--- src/rtl/store_narrow_buffer_pkg.sv ---
// Shared encodings for the store narrowing buffer: store sizes, byte-enable masks
// and the byte-lane enable helper.
package store_narrow_buffer_pkg;

  typedef enum logic [1:0] {
    SZ_WORD = 2'b00,
    SZ_HALF = 2'b01,
    SZ_BYTE = 2'b10,
    SZ_NONE = 2'b11
  } size_e;

  localparam logic [3:0] BE_ALL = 4'b1111;
  localparam logic [3:0] BE_LO  = 4'b0011;
  localparam logic [3:0] BE_HI  = 4'b1100;

  function automatic logic [3:0] byte_be(input logic [1:0] lane);
    byte_be = 4'b0001 << lane;
  endfunction

endpackage

--- src/rtl/store_narrow_buffer_lane_gen.sv ---
// store_lane_gen: combinational narrowing of a raw store into lane-replicated data and
// byte enables. STORE_MISALIGN_TRAP_EN enables misaligned-store detection.
module store_lane_gen
  import store_narrow_buffer_pkg::*;
(
  input  logic [1:0]  i_addr_lo,
  input  logic [1:0]  i_size,
  input  logic [31:0] i_data,
  output logic [3:0]  o_be,
  output logic [31:0] o_wdata,
  output logic        o_misaligned
);

  // Size decode into byte enables, replicated data and the misalignment flag
  always_comb begin
    o_be         = 4'b0000;
    o_wdata      = 32'h0000_0000;
    o_misaligned = 1'b0;
    case (size_e'(i_size))
      SZ_WORD: begin
        o_be    = BE_ALL;
        o_wdata = i_data;
`ifdef STORE_MISALIGN_TRAP_EN
        o_misaligned = (i_addr_lo != 2'b00);
`else
        o_misaligned = 1'b0;
`endif
      end
      SZ_HALF: begin
        o_be    = i_addr_lo[1] ? BE_HI : BE_LO;
        o_wdata = {2{i_data[15:0]}};
`ifdef STORE_MISALIGN_TRAP_EN
        o_misaligned = i_addr_lo[0];
`else
        o_misaligned = 1'b0;
`endif
      end
      SZ_BYTE: begin
        o_be    = byte_be(i_addr_lo);
        o_wdata = {4{i_data[7:0]}};
      end
      default: begin
        o_be         = 4'b0000;
        o_wdata      = 32'h0000_0000;
        o_misaligned = 1'b0;
      end
    endcase
  end

endmodule

--- src/rtl/store_narrow_buffer.sv ---
// store_narrow_buffer: narrows stores and queues them in a DEPTH-entry FIFO drained over
// a valid/ready port. STORE_MISALIGN_TRAP_EN drops misaligned stores and pulses misalign.
module store_narrow_buffer
  import store_narrow_buffer_pkg::*;
#(
  parameter int DEPTH = 4,
  parameter int AW    = 32
) (
  input  logic                       clk,
  input  logic                       reset,
  input  logic                       in_valid,
  output logic                       in_ready,
  input  logic [AW-1:0]              in_addr,
  input  logic [31:0]                in_data,
  input  logic [1:0]                 in_size,
  output logic                       mem_valid,
  input  logic                       mem_ready,
  output logic [AW-1:0]              mem_addr,
  output logic [31:0]                mem_wdata,
  output logic [3:0]                 mem_be,
  output logic [$clog2(DEPTH):0]     count,
  output logic                       misalign
);

  localparam int PW = $clog2(DEPTH);
  localparam int CW = PW + 1;

  logic [AW-1:0] r_addr  [DEPTH];
  logic [31:0]   r_wdata [DEPTH];
  logic [3:0]    r_be    [DEPTH];
  logic [PW-1:0] r_wptr;
  logic [PW-1:0] r_rptr;
  logic [CW-1:0] r_count;

  logic [3:0]    w_be;
  logic [31:0]   w_wdata;
  logic          w_mis;
  logic          w_nonempty;
  logic          w_accept;
  logic          w_push;
  logic          w_pop;

  store_lane_gen u_lane_gen (
    .i_addr_lo    (in_addr[1:0]),
    .i_size       (in_size),
    .i_data       (in_data),
    .o_be         (w_be),
    .o_wdata      (w_wdata),
    .o_misaligned (w_mis)
  );

  // Ready looks only at registered occupancy, so a full buffer refuses even when popping
  assign in_ready   = (r_count < CW'(DEPTH));
  assign w_nonempty = (r_count != {CW{1'b0}});
  assign w_accept   = in_valid && in_ready;
  assign w_push     = w_accept && (in_size != SZ_NONE) && !w_mis;
  assign w_pop      = w_nonempty && mem_ready;

  // FIFO storage, pointers and occupancy
  always_ff @(posedge clk) begin
    if (reset) begin
      r_wptr  <= {PW{1'b0}};
      r_rptr  <= {PW{1'b0}};
      r_count <= {CW{1'b0}};
      for (int i = 0; i < DEPTH; i++) begin
        r_addr[i]  <= {AW{1'b0}};
        r_wdata[i] <= 32'h0000_0000;
        r_be[i]    <= 4'b0000;
      end
    end else begin
      if (w_push) begin
        r_addr[r_wptr]  <= {in_addr[AW-1:2], 2'b00};
        r_wdata[r_wptr] <= w_wdata;
        r_be[r_wptr]    <= w_be;
        r_wptr          <= r_wptr + PW'(1);
      end
      if (w_pop) begin
        r_rptr <= r_rptr + PW'(1);
      end
      case ({w_push, w_pop})
        2'b10:   r_count <= r_count + CW'(1);
        2'b01:   r_count <= r_count - CW'(1);
        default: r_count <= r_count;
      endcase
    end
  end

  // Popped slots keep stale contents, so the head is masked whenever the buffer is empty
  assign mem_valid = w_nonempty;
  assign mem_addr  = w_nonempty ? r_addr[r_rptr]  : {AW{1'b0}};
  assign mem_wdata = w_nonempty ? r_wdata[r_rptr] : 32'h0000_0000;
  assign mem_be    = w_nonempty ? r_be[r_rptr]    : 4'b0000;
  assign count     = r_count;

`ifdef STORE_MISALIGN_TRAP_EN
  logic r_misalign;

  // One-cycle pulse after a misaligned store is accepted and dropped
  always_ff @(posedge clk) begin
    if (reset) begin
      r_misalign <= 1'b0;
    end else begin
      r_misalign <= w_accept && w_mis;
    end
  end

  assign misalign = r_misalign;
`else
  assign misalign = 1'b0;
`endif

endmodule
--- config.mk ---
export PLATFORM = sky130hd
export DESIGN_NAME = store_narrow_buffer
export DESIGN_NICKNAME = d
export VERILOG_FILES = /design/src/rtl/store_narrow_buffer_pkg.sv /design/src/rtl/store_narrow_buffer_lane_gen.sv /design/src/rtl/store_narrow_buffer.sv
export SDC_FILE = /design/constraint.sdc
export NUM_CORES = 1
export LEC_CHECK = 0
export CELL_PAD_IN_SITES_DETAIL_PLACEMENT = 1
export CELL_PAD_IN_SITES_GLOBAL_PLACEMENT = 1
export CORE_MARGIN = 1
export CORE_UTILIZATION = 47
export DETAILED_ROUTE_END_ITERATION = 10
export GPL_ROUTABILITY_DRIVEN = 0
export PLACE_DENSITY_LB_ADDON = 0.1
export SKIP_CTS_REPAIR_TIMING = 1
export SLEW_MARGIN = 40
export SYNTH_ARGS = -nofsm -noshare
export SYNTH_HDL_FRONTEND = slang
export SYNTH_SLANG_ARGS = --single-unit
--- constraint.sdc ---
create_clock -name clk -period 3.7 [get_ports clk]
set_clock_uncertainty 0.15 [all_clocks]
set_input_delay 0.74 -clock clk [delete_from_list [all_inputs] [get_ports clk]]
set_output_delay 0.74 -clock clk [all_outputs]
set_load 0.005 [all_outputs]
# Word-level counts from Yosys, hierarchy flattened
# Memory sizes are Yosys's and may differ from the RTL's. A register that Yosys moved wholly into a read port is not among the register bits.
# Index checks and enable logic that the tools add are counted.
[word_totals] ff_bits=7 latch_bits=0 mem_bits_rw=264 romBits=0 in_bits=70 out_inout_bits=74 wordCells=53 n_memories=3
[op_classes] n_addsub=4 multipliers=0 div=0 magnitude_cmp=1 n_eq_ne=5 shifts=1 muxes=27 bitwise=0 reduce_logical=9
[mem_list] memory="r_wdata" words=4 width=32 read_ports=1 rd_clocked_by_memory_dff=1 wr=4 line_no="store_narrow_buffer.sv:29" rtl="logic [31:0] r_wdata [DEPTH];"
[mem_list] memory="r_addr" words=4 width=30 read_ports=1 rd_clocked_by_memory_dff=1 wr=4 line_no="store_narrow_buffer.sv:28" rtl="logic [AW-1:0] r_addr [DEPTH];"
[mem_list] memory="r_be" words=4 width=4 read_ports=1 rd_clocked_by_memory_dff=1 wr=4 line_no="store_narrow_buffer.sv:30" rtl="logic [3:0] r_be [DEPTH];"
[ops] op="$mux 32" count=3
[ops] op="$pmux 32 s3" count=1
[ops] op="$reduce_or 32->1" count=1
[ops] op="$mux 30" count=1
[ops] op="$reduce_or 30->1" count=1
[ops] op="$mux 2" count=9
[ops] op="$mux 4" count=3
[ops] op="$pmux 4 s3" count=1
[ops] op="$mux 1" count=8
[ops] op="$pmux 3 s2" count=1
[ops] op="$add 2x1->2 const B" count=2
[ops] op="$eq 2x1->1 const B" count=2
[ops] op="$eq 2x2->1 const B" count=2
[ops] op="$reduce_or 4->1" count=1
[ops] op="$shl 1x2->4 const A" count=1
[ops] op="$add 3x1->3 const B" count=1
[ops] op="$logic_and 1x1->1" count=3
[ops] op="$lt 3x3->1 const B" count=1
[ops] op="$reduce_bool 3->1" count=1
[ops] op="$sub 3x1->3 const B" count=1
[ops] op="$logic_not 2->1" count=1
[ops] op="$ne 2x2->1 const B" count=1
[ops] op="$reduce_bool 2->1" count=1

# Logic depth before layout (Yosys ltp)
[logic_depth] depth_word=8 ltp_mapped=11 ltp_nobuf=8

# Modules after synthesis
# A second synthesis with hierarchy kept.
[unflattened] hier_cells=856 area_unflattened_um2=12789.8
[modules_own_cells] module="store_narrow_buffer" instances=1 cells_per_inst=773 area_per_inst_um2=12244.2 seq_area_each_um2=8107.8
[modules_own_cells] module="store_lane_gen" instances=1 cells_per_inst=83 area_per_inst_um2=545.5 seq_area_each_um2=0.0

# Least setup slack after synthesis
# Ideal clock, no wire load.
[synth_path] kind="input port to flip-flop" from="input port in_size[0]" to="memory r_addr[3][0] (netlist name) (enable)" t_arrival_ns=2.909 required_time_ns=3.127 path_slack_ns=0.219 cell_stages=6 cell_sequence="buf_2 nand2_1 buf_2 clkbuf_1 and3_1 a21o_1"
[synth_lines] element="start, declared" line_no="store_narrow_buffer.sv:15" rtl="input logic [1:0] in_size,"
[synth_lines] element="end, declared" line_no="store_narrow_buffer.sv:28"

==> impl_metrics.csv <==
group,metric,value,unit
outcome,status,"complete, but fails checks",
outcome,violations,"DRC",
synthesis,syn_inst,840,
global_routing,track_usage,24.2,%
worst_setup_path,critPathSlowestCell,"dfxtp_4",
timing,hold_viol,0,
synthesis,synth_edf_count,264,
power_and_ir_drop,power.density,599,mW/mm²
synthesis,synth_top_area_share,63.2,%
route,post_drt_wl_per_cell,24.1,µm
job,drv_cap,0,
placed_design,placed_cell_area,0.0144,mm²
worst_setup_path,rr_endpoint,"count[2]$_SDFFE_PP0P_",
route,top_layer_used,"met4",
synthesis,synth_fa_ha_area_share,0.260,%
worst_setup_path,max_stage_delay,600,ps
synthesis,ys.warnings.count,0,
finish,fillerInstances,2484,
finish,drive_gt1_share,16.7,%
die,row_count,59,
power_and_ir_drop,total_leakage_power,5.57,nW
worst_setup_path,r2r-start,"count[2]$_SDFFE_PP0P_",
synthesis,synthXorXnorAreaFrac,0.210,%
worst_setup_path,cp.required,2810,ps
hold_path,hp-start,"r_rptr[0]$_SDFFE_PP0P_",
worst_setup_path,start_kind,"flop",
synthesis,synth-async-reset-ratio,0,%
route,drt-met1-wl,13.6,mm
timing,final.setup.worst_slack,166,ps
cts,numCtsBuffers,30,
worst_setup_path,rr_worst_depth,8,
power_and_ir_drop,ir_drop,602,µV
synthesis,synth.area.mux_share,13.3,%
timing,setup_viol,0,
finish,finalNetCount,1054,
finish,fin_cells,1340,
global_routing,grt_first_pass_wirelength,48.9,mm
worst_setup_path,cp.arrival,2640,ps
timing,finalCritPeriodShare,95.5,%
finish,antenna_cells,0,
worst_setup_path,crit_path_cell_trace,"buf_12 -> mux4_2 -> and2_1 -> clkdlybuf4s50_1",
placed_design,place_inst,1285,
synthesis,yosys.area_share.simple,16.2,%
timing,rsz0062_at_grt,"no",
cts,clock_sinks,273,
route,drtPass1Iterations,8,
worst_setup_path,worstSetupEndpointType,"output port",
die,die_height,165,µm
worst_setup_path,path_max_fanout,19,
synthesis,synth_seq_cells,273,
route,drc_errors,18,
synthesis,synth_seq_area_share,64.7,%
cts,root_buffer,"clkbuf_16",
route,wl,32.3,mm
synthesis,synth_compound_area_share,2.21,%
global_routing,overflow,0,
synthesis,synth_cell_types,36,
cts,clockBufferDepth,3,
timing,slew_headroom,44.0,%
power_and_ir_drop,pwr-share-clk,30.9,%
synthesis,yosys_most_used_dff,"edfxtp_1",
power_and_ir_drop,p_int,6.71,mW
worst_setup_path,worst-path-buf-inv,2,
worst_setup_path,worst-setup-path-type,"flop to output port",
route,dr.first_iter.drc_count,482,
die,dieWidth,165,µm
placed_design,port_buffers,140,
timing,finalSetupTns,0,ps
hold_path,hp-class,"flop to flop",
synthesis,synth_top_family_by_area,"simple AND/OR/NAND/NOR gates",
finish,area_growth,22.2,%
global_routing,antenna_found_initial,1,
cts,cts_tree,"built",
route,met2_length,16.5,mm
finish,multi_input_area,0.00409,mm²
global_routing,grt_max_degree,43,
synthesis,syn_area,0.0125,mm²
power_and_ir_drop,total_switching_power,2.47,mW
finish,regArea,0.00812,mm²
timing,period_needed,3530,ps
power_and_ir_drop,share_comb_of_total_power,27.5,%
placed_design,pre_cts_ws,412,ps
cts,clk_latency,550,ps
die,start_util,48.0,%
placed_design,dp_hpwl,19.9,mm
die,die-area,0.0273,mm²
worst_setup_path,ff2ff_setup_slack,790,ps
hold_path,hold_path_depth,2,
die,core_area,0.0261,mm²
power_and_ir_drop,seqPwrFrac,41.6,%
synthesis,synth_area_leaders,"edfxtp_1 (63%), mux4_2 (12%), and2_1 (9.1%)",
global_routing,grt_pass1_vias,8285,
route,vias_per_cell,5.72,
synthesis,avgSynthCellArea,14.9,µm²
route,ant_nets,0,
synthesis,synthDominantAreaCellType,"edfxtp_1",
cts,clk_pin_slew_worst_paths,60,ps
cts,htreeDepth,1,
die,pin_count,144,
worst_setup_path,critical_path.top_delay_family,"buffers and inverters",
timing,final-max-slew-violation-count,0,
finish,stdcell_area,0.0153,mm²
timing,tightest_slew,836,ps
timing,max_freq,283,MHz
power_and_ir_drop,p_sw_share,26.9,%
route,wl_met3,1.62,mm
route,vias,7660,
==> registers in the layout (all words and copies together) (netlist names), named ones only <==
register,flops
count,3
r_be,16
r_wdata,128
r_wptr,2
r_rptr,2
r_addr,120
==> power groups by stage <==
stage	Clock (mW)	Sequential, mW	Combinational (mW)
after global routing	2.99	3.85	2.73
after detailed placement	0	3.89	2.54
after floorplan	0	3.79	1.40
after global placement	0	3.86	2.50
final	2.83	3.82	2.53
after CTS	2.88	3.83	2.57
==> worst max-delay path by stage <==
stage	startpoint	endpoint	slack, ps	cells after the start
finish	flop	mem_addr[3]	170	4
global route	count[2]$_SDFFE_PP0P_	mem_wdata[17]	50	4
CTS	count[2]$_SDFFE_PP0P_	mem_wdata[17]	-90	4
detailed placement	in_size[0]	r_wdata[0][2]$_SDFFCE_PN0P_	410	7
global placement	in_size[0]	r_addr[0][23]$_SDFFCE_PN0P_	500	7
floorplan	in_size[0]	r_addr[3][0]$_DFFE_PP_	220	6
==> stage by stage <==
stage          total power [mW]  util, %  hold slack, ps
2_1_floorplan              5.18        -             327
3_3_place_gp               6.36     55.1             332
3_5_place_dp               6.43     55.1             359
4_1_cts                    9.28     58.6             385
5_1_grt                    9.57     58.6             430
6_report                   9.18     58.6             380
==> layer usage <==
metal  GRT usage (%)  vias up
met1            32.8     4005
met4            5.95        0
met5               0        -
li1                -     3370
met2            41.7      242
met3            2.80       43
==> kinds of logic after synthesis <==
logic type	count (synthesis)
AO/OA/AOI/OAI	38
adder cells (fa/ha/maj)	2
flip-flops	273
XOR/XNOR	3
AND/OR/NAND/NOR	373
multiplexers	82
buffers and inverters	68
other	1
==> synth_stat cells, types with 5 or more instances <==
library cell  number
mux4_2            66
nor2_1           120
and3_1            40
and2_1           182
buf_6             12
a22oi_1           20
a21oi_1            7
mux2_2            16
buf_2             19
clkbuf_1          24
nand2_1            6
o21ai_0            5
nand2b_1           8
dfxtp_1            9
edfxtp_1         264
==> placed cells by master, fill, tap and decap left out, types with 16 or more instances in the layout <==
cell type | Yosys | routed
edfxtp_1 | 264 | 264
and2_1 | 182 | 182
clkdlybuf4s50_1 | 0 | 140
nor2_1 | 120 | 120
mux4_2 | 66 | 66
and3_1 | 40 | 40
clkbuf_16 | 0 | 31
buf_4 | 3 | 22
a22oi_1 | 20 | 20
mux2_2 | 16 | 16
==> final cells by class <==
class	instances	share of cell area, %
Clock buffer	40	5.28
Clock inverter	15	0.776
Inverter	5	0.122
Multi-Input combinational cell	501	26.7
Sequential cell	273	53.0
Tap cell	335	2.74
Timing Repair Buffer	171	11.4
==> worst reg2reg max path: stages, from the launching register on <==
cell and delay, ps:
dfxtp_1 530, or3_4 490, and2_1 280, ha_1 220
inv_1 80, fa_1 400, xor2_1 180, or3_1 320
a21oi_1 180
Power figures use the tool's default switching activity.
